[config.mk]
export PLATFORM = sky130hd
export DESIGN_NAME = dispatch_unpacker
export DESIGN_NICKNAME = d
export VERILOG_FILES = /design/src/rtl/dispatch_unpacker_pkg.sv /design/src/rtl/dispatch_unpacker.sv
export SDC_FILE = /design/constraint.sdc
export NUM_CORES = 1
export LEC_CHECK = 0
export CAP_MARGIN = 20
export CORE_UTILIZATION = 49
export CTS_CLUSTER_SIZE = 30
export DETAILED_ROUTE_END_ITERATION = 12
export MAX_ROUTING_LAYER = met4
export PLACE_DENSITY = 0.84
export SYNTH_ARGS = -nofsm -noshare
export SYNTH_HDL_FRONTEND = slang
export SYNTH_SLANG_ARGS = --single-unit
[constraint.sdc]
create_clock -name clk -period 3.4 [get_ports clk]
set_input_delay 0.51 -clock clk [delete_from_list [all_inputs] [get_ports clk]]
set_output_delay 0.51 -clock clk [all_outputs]
set_load 0.02 [all_outputs]
[src/rtl/dispatch_unpacker_pkg.sv]
// Shared configuration for the dispatch front end: network sizing, opcode map,
// per-opcode byte counts and the resulting source-word geometry.
package dispatch_unpacker_pkg;

    localparam int NET_NUM_INP         = 4;
    localparam int NET_CHARGE_WIDTH    = 8;
    localparam int NET_MAX_PERIOD      = 15;
    localparam int NET_MAX_NUM_PERIODS = 15;
    localparam int DEFAULT_RUN_WIDTH   = 16;

    localparam int NUM_OPS           = 5;
    localparam int OPC_WIDTH         = $clog2(NUM_OPS);
    localparam int IDX_WIDTH         = $clog2(NET_NUM_INP);
    localparam int PERIOD_WIDTH      = $clog2(NET_MAX_PERIOD + 1);
    localparam int NUM_PERIODS_WIDTH = $clog2(NET_MAX_NUM_PERIODS + 1);
    localparam int SPK_WIDTH         = IDX_WIDTH + NET_CHARGE_WIDTH;
    localparam int SPK_PRDC_WIDTH    = SPK_WIDTH + PERIOD_WIDTH + NUM_PERIODS_WIDTH;

    typedef enum logic [OPC_WIDTH-1:0] {
        OP_NOP      = 3'd0,
        OP_RUN      = 3'd1,
        OP_SPK      = 3'd2,
        OP_CLR      = 3'd3,
        OP_SPK_PRDC = 3'd4
    } opcode_t;

    typedef enum logic [1:0] {
        ST_IDLE,
        ST_COLLECT,
        ST_FULL
    } state_t;

    function automatic int max2(input int a, input int b);
        return (a > b) ? a : b;
    endfunction

    function automatic int bytes_for(input int payload_width);
        return (OPC_WIDTH + payload_width + 7) / 8;
    endfunction

    localparam int PAYLOAD_WIDTH  = max2(max2(DEFAULT_RUN_WIDTH, SPK_WIDTH), SPK_PRDC_WIDTH);
    localparam int SRC_WIDTH      = OPC_WIDTH + PAYLOAD_WIDTH;
    localparam int BYTES_RUN      = bytes_for(DEFAULT_RUN_WIDTH);
    localparam int BYTES_SPK      = bytes_for(SPK_WIDTH);
    localparam int BYTES_SPK_PRDC = bytes_for(SPK_PRDC_WIDTH);
    localparam int MAX_BYTES      = max2(max2(1, BYTES_RUN), max2(BYTES_SPK, BYTES_SPK_PRDC));
    localparam int BYTE_CNT_WIDTH = $clog2(MAX_BYTES + 1);

    // Zero marks an opcode that has no instruction behind it.
    function automatic int op_num_bytes(input opcode_t op, input int run_width);
        case (op)
            OP_NOP:      return 1;
            OP_CLR:      return 1;
            OP_RUN:      return bytes_for(run_width);
            OP_SPK:      return bytes_for(SPK_WIDTH);
            OP_SPK_PRDC: return bytes_for(SPK_PRDC_WIDTH);
            default:     return 0;
        endcase
    endfunction

    function automatic int max_bytes(input int run_width);
        return max2(max2(1, bytes_for(run_width)), max2(BYTES_SPK, BYTES_SPK_PRDC));
    endfunction

endpackage

[src/rtl/dispatch_unpacker.sv]
// Assembles opcode-sized byte groups from the host link into left-aligned
// source words, with same-cycle handover so single-byte ops stream at full rate.
module dispatch_unpacker
    import dispatch_unpacker_pkg::*;
#(
    parameter int RUN_WIDTH = DEFAULT_RUN_WIDTH
) (
    input  logic                 clk,
    input  logic                 arstn,
    input  logic                 in_valid,
    output logic                 in_ready,
    input  logic [7:0]           in_byte,
    output logic                 src_valid,
    input  logic                 src_ready,
    output logic [SRC_WIDTH-1:0] src,
    output logic                 op_err
);

    localparam int NB    = max_bytes(RUN_WIDTH);
    localparam int ASM_W = NB * 8;
    localparam int CNT_W = $clog2(NB + 1);

    state_t             state, state_n;
    logic [ASM_W-1:0]   asm_reg, asm_n;
    logic [CNT_W-1:0]   byte_idx, idx_n;
    logic [CNT_W-1:0]   remaining, rem_n;
    logic               op_err_n;
    logic               byte_hs;
    logic               start;
    opcode_t            opc;
    logic [CNT_W-1:0]   first_cnt;
    logic [ASM_W-1:0]   lead;
    logic [ASM_W-SRC_WIDTH-1:0] pad_unused;

    assign in_ready   = (state == ST_FULL) ? src_ready : 1'b1;
    assign byte_hs    = in_valid && in_ready;
    assign opc        = opcode_t'(in_byte[7 -: OPC_WIDTH]);
    assign first_cnt  = CNT_W'(op_num_bytes(opc, RUN_WIDTH));
    assign src_valid  = (state == ST_FULL);
    assign src        = asm_reg[ASM_W-1 -: SRC_WIDTH];
    assign pad_unused = asm_reg[ASM_W-SRC_WIDTH-1:0];

    always_comb begin
        lead = '0;
        lead[ASM_W-1 -: 8] = in_byte;
    end

    // Next-state logic; a first byte can arrive in IDLE or as FULL hands off.
    always_comb begin
        state_n  = state;
        asm_n    = asm_reg;
        idx_n    = byte_idx;
        rem_n    = remaining;
        op_err_n = 1'b0;
        start    = 1'b0;

        unique case (state)
            ST_IDLE: begin
                start = byte_hs;
            end
            ST_COLLECT: begin
                if (byte_hs) begin
                    asm_n = asm_reg | (lead >> {byte_idx, 3'b000});
                    idx_n = byte_idx + CNT_W'(1);
                    rem_n = remaining - CNT_W'(1);
                    if (remaining == CNT_W'(1)) begin
                        state_n = ST_FULL;
                    end
                end
            end
            ST_FULL: begin
                if (src_ready) begin
                    if (in_valid) begin
                        start = 1'b1;
                    end else begin
                        state_n = ST_IDLE;
                    end
                end
            end
            default: begin
                state_n = ST_IDLE;
            end
        endcase

        if (start) begin
            asm_n = '0;
            idx_n = '0;
            rem_n = '0;
            if (first_cnt == '0) begin
                op_err_n = 1'b1;
                state_n  = ST_IDLE;
            end else begin
                asm_n = lead;
                idx_n = CNT_W'(1);
                if (first_cnt == CNT_W'(1)) begin
                    state_n = ST_FULL;
                end else begin
                    rem_n   = first_cnt - CNT_W'(1);
                    state_n = ST_COLLECT;
                end
            end
        end
    end

    always_ff @(posedge clk or negedge arstn) begin
        if (!arstn) begin
            state     <= ST_IDLE;
            asm_reg   <= '0;
            byte_idx  <= '0;
            remaining <= '0;
            op_err    <= 1'b0;
        end else begin
            state     <= state_n;
            asm_reg   <= asm_n;
            byte_idx  <= idx_n;
            remaining <= rem_n;
            op_err    <= op_err_n;
        end
    end

endmodule
==> impl_metrics.toml <==
[timing]
setup_viol = 0
tightestPinTransition_ns = 0.594
timing.slew.headroom_pct = 60.4
period_needed_ns = 2.23
hold_viol_final = 0
max_freq_mhz = 448
slew_viol_final = 0
setup_tns_ns = 0
post-route-period-util_pct = 65.7
rsz0062_at_grt = "no"
fin_skew_ns = 0.00179

[min_path]
hold_path_depth = 2
worst_hold_path_type = "flop to flop"

[synthesis]
synth_area_leader_cell = "dfrtp_1"
ys_seq_elements = 28
synthCells = 113
syn_avg_cell_area_um2 = 10.7
ys_seq_area_share_pct = 58.2
netlist.area_leader.share_pct = 58.2
syn_nets = 126
ys_warn_count = 0
synth_top_cells_by_area = "dfrtp_1, a22o_1, a21oi_1"
syn_area_um2 = 1200
synth_cell_type_count = 27

[routing]
initialDrtViolationCount = 11
avgRoutedWirePerCell_um = 15.0
wl_mm = 2.63
via_per_inst = 5.39
wl_met1_mm = 1.20
route.met3.wl_um = 54
postRouteAntennaNets = 0
met2_length_mm = 1.34
drt_first_pass_iters = 4
via_count = 944
post-route-drc-count = 0
routed.top_layer = "met4"

[grt]
grtUsageTotal_pct = 22.6
grt-ovfl-total = 0
grt_pass1_wl_mm = 4.24
grt_max_degree = 29
grt_pass1_vias = 907
antenna_found_initial = 0

[clocking]
cts-hold-fix-buffers = 0
postCtsSetupBuffers = 0
cts-resized-gates = 0
cts.htree.levels = 1
path_clk_slew_ns = 0.14
worstSkewPairLatency_ns = 0.32
clock-sinks = 28
cts_root_buf = "clkbuf_4"
tritoncts = "built"
clock_path_buffers = 2
cts_buffers = 3

[setup_path]
cpPeakStageDelay_ns = 0.60
reg2reg_slack_ns = 1.75
cp_max_fo = 3
crit_chain = "clkdlybuf4s50_1, nand2b_1, clkdlybuf4s50_1"
crit_path_end_kind = "output pin"
cp_top_family = "buffers and inverters"
cpMaxStageDelayCell = "clkdlybuf4s50_1"
crit_cells = 3
startpoint = "src_ready"
cp.buffers_inverters = 2
reg2reg_depth = 4
cp-endpoint = "in_ready"
crit_type = "input port to output pin"
cp.required_ns = 2.89
worstPathArrival_ns = 1.72
regToRegStartpoint = "state[1]$_DFFE_PN0P_"
cp-start-kind = "input port"
r2r-end = "asm_reg[16]$_DFFE_PN0P_"
timing.critical_path.mode_cell = "clkdlybuf4s50_1"

[job]
max_cap_viol_count = 0

[power]
p_clk_share_pct = 14.9
switchingPower_mw = 0.533
intPower_mw = 0.901
pwr-share-seq_pct = 38.0
p_comb_share_pct = 47.1
power_leakage_nw = 0.737
irDropWorstVdd_mv = 0.536
sw_frac_of_total_pct = 37.2
powerDensity_nw_per_um2 = 889

[layout]
final_common_cell = "clkdlybuf4s50_1"
num_antenna_cells = 0
fin_nets = 161
layout_common_cells = "clkdlybuf4s50_1, dfrtp_1, nor2_1, a21oi_1, a22o_1"
drive_gt1_share_pct = 4.08
largest_reg_flops = 21
areaGrowthSynthToFinish_pct = 34.0
final_util_pct = 71.6

[placement]
hpwl_mm = 1.89
io_buffers = 35
gp_congestion = 0.875

[floorplanning]
design.core.area_um2 = 2250
die_w_um = 51.6
rows = 17
io_pins = 36
die_area_um2 = 2660
initial_core_util_pct = 53.4
die_h_um = 51.6

[status]
outcome = "finished clean"
==> Yosys cell counts <==
master and count:
a31oi_1 2, nand4_1 1, nand3_1 1, xor2_1 2, and2b_1 2, and3b_1 1
inv_1 3, nor2_1 18, nand3b_2 1, ha_1 1, nand3b_1 1, a22o_1 9
mux2i_1 1, buf_6 1, o311ai_0 1, nand2_1 5, and3_1 1, dfrtp_1 28
nor2b_1 1, buf_2 5, o31ai_1 1, or3_1 1, xnor2_1 3, o21ai_0 5
nand2b_1 3, a21oi_1 14, a21bo_1 1
==> layer usage <==
| metal | GRT usage (%) | up-vias |
|---|---|---|
| met4 | 6.76 | 0 |
| met2 | 37.4 | 16 |
| met3 | 3.51 | 4 |
| li1 | - | 459 |
| met5 | - | - |
| met1 | 28.6 | 465 |
==> layout make-up <==
class	count	area (um^2)
Fill cell	174	641
Tap cell	28	35.0
Multi-Input combinational cell	76	457
Sequential cell	28	701
Inverter	3	11.3
Clock buffer	3	22.5
Timing Repair Buffer	36	358
Clock inverter	1	30.0
==> tightest hold or removal path, stage by stage, from the launching register on <==
cell	delay, ns
dfrtp_1	0.37
a21oi_1	0.04
nor2_1	0.07
==> cell families (layout without fill, tap and decap cells) <==
logic type | count (synthesis) | after routing | synth area share (%)
AND/OR/NAND/NOR | 36 | 36 | 14.7
AO/OA/AOI/OAI | 33 | 33 | 17.7
flip-flops | 28 | 28 | 58.2
buffers and inverters | 9 | 43 | 3.95
XOR/XNOR | 5 | 5 | 3.64
adder cells (fa/ha/maj) | 1 | 1 | 1.04
multiplexers | 1 | 1 | 0.831
==> power groups by stage <==
stage	clock network [mW]	logic (mW)	registers, mW
2_1_floorplan	0	0.273	0.663
3_3_place_gp	0	0.655	0.546
3_5_place_dp	0	0.676	0.550
4_1_cts	0.220	0.682	0.543
5_1_grt	0.236	0.730	0.556
6_report	0.214	0.676	0.544
==> per-stage QoR <==
step	setup slack (ns)	hold WS (ns)	power (mW)	cell area (um^2)	std cells
floorplan	1.89	0.214	0.936	1200	113
global placement	1.18	0.484	1.20	1560	171
detailed placement	1.14	0.485	1.23	1560	171
CTS	1.16	0.518	1.44	1610	175
global route	1.10	0.536	1.52	1610	175
finish	1.17	0.511	1.43	1610	175
==> worst min-delay path by stage <==
stage | startpoint | to | slack (ns)
after detailed placement | asm_reg[10]$_DFFE_PN0P_ | asm_reg[10]$_DFFE_PN0P_ | 0.49
after global routing | asm_reg[13]$_DFFE_PN0P_ | asm_reg[13]$_DFFE_PN0P_ | 0.54
after global placement | asm_reg[8]$_DFFE_PN0P_ | asm_reg[8]$_DFFE_PN0P_ | 0.48
after floorplan | arstn | asm_reg[10]$_DFFE_PN0P_ | 0.21
final | asm_reg[10]$_DFFE_PN0P_ | asm_reg[10]$_DFFE_PN0P_ | 0.51
after CTS | asm_reg[10]$_DFFE_PN0P_ | asm_reg[10]$_DFFE_PN0P_ | 0.52
(Power assumes the default switching activity.)
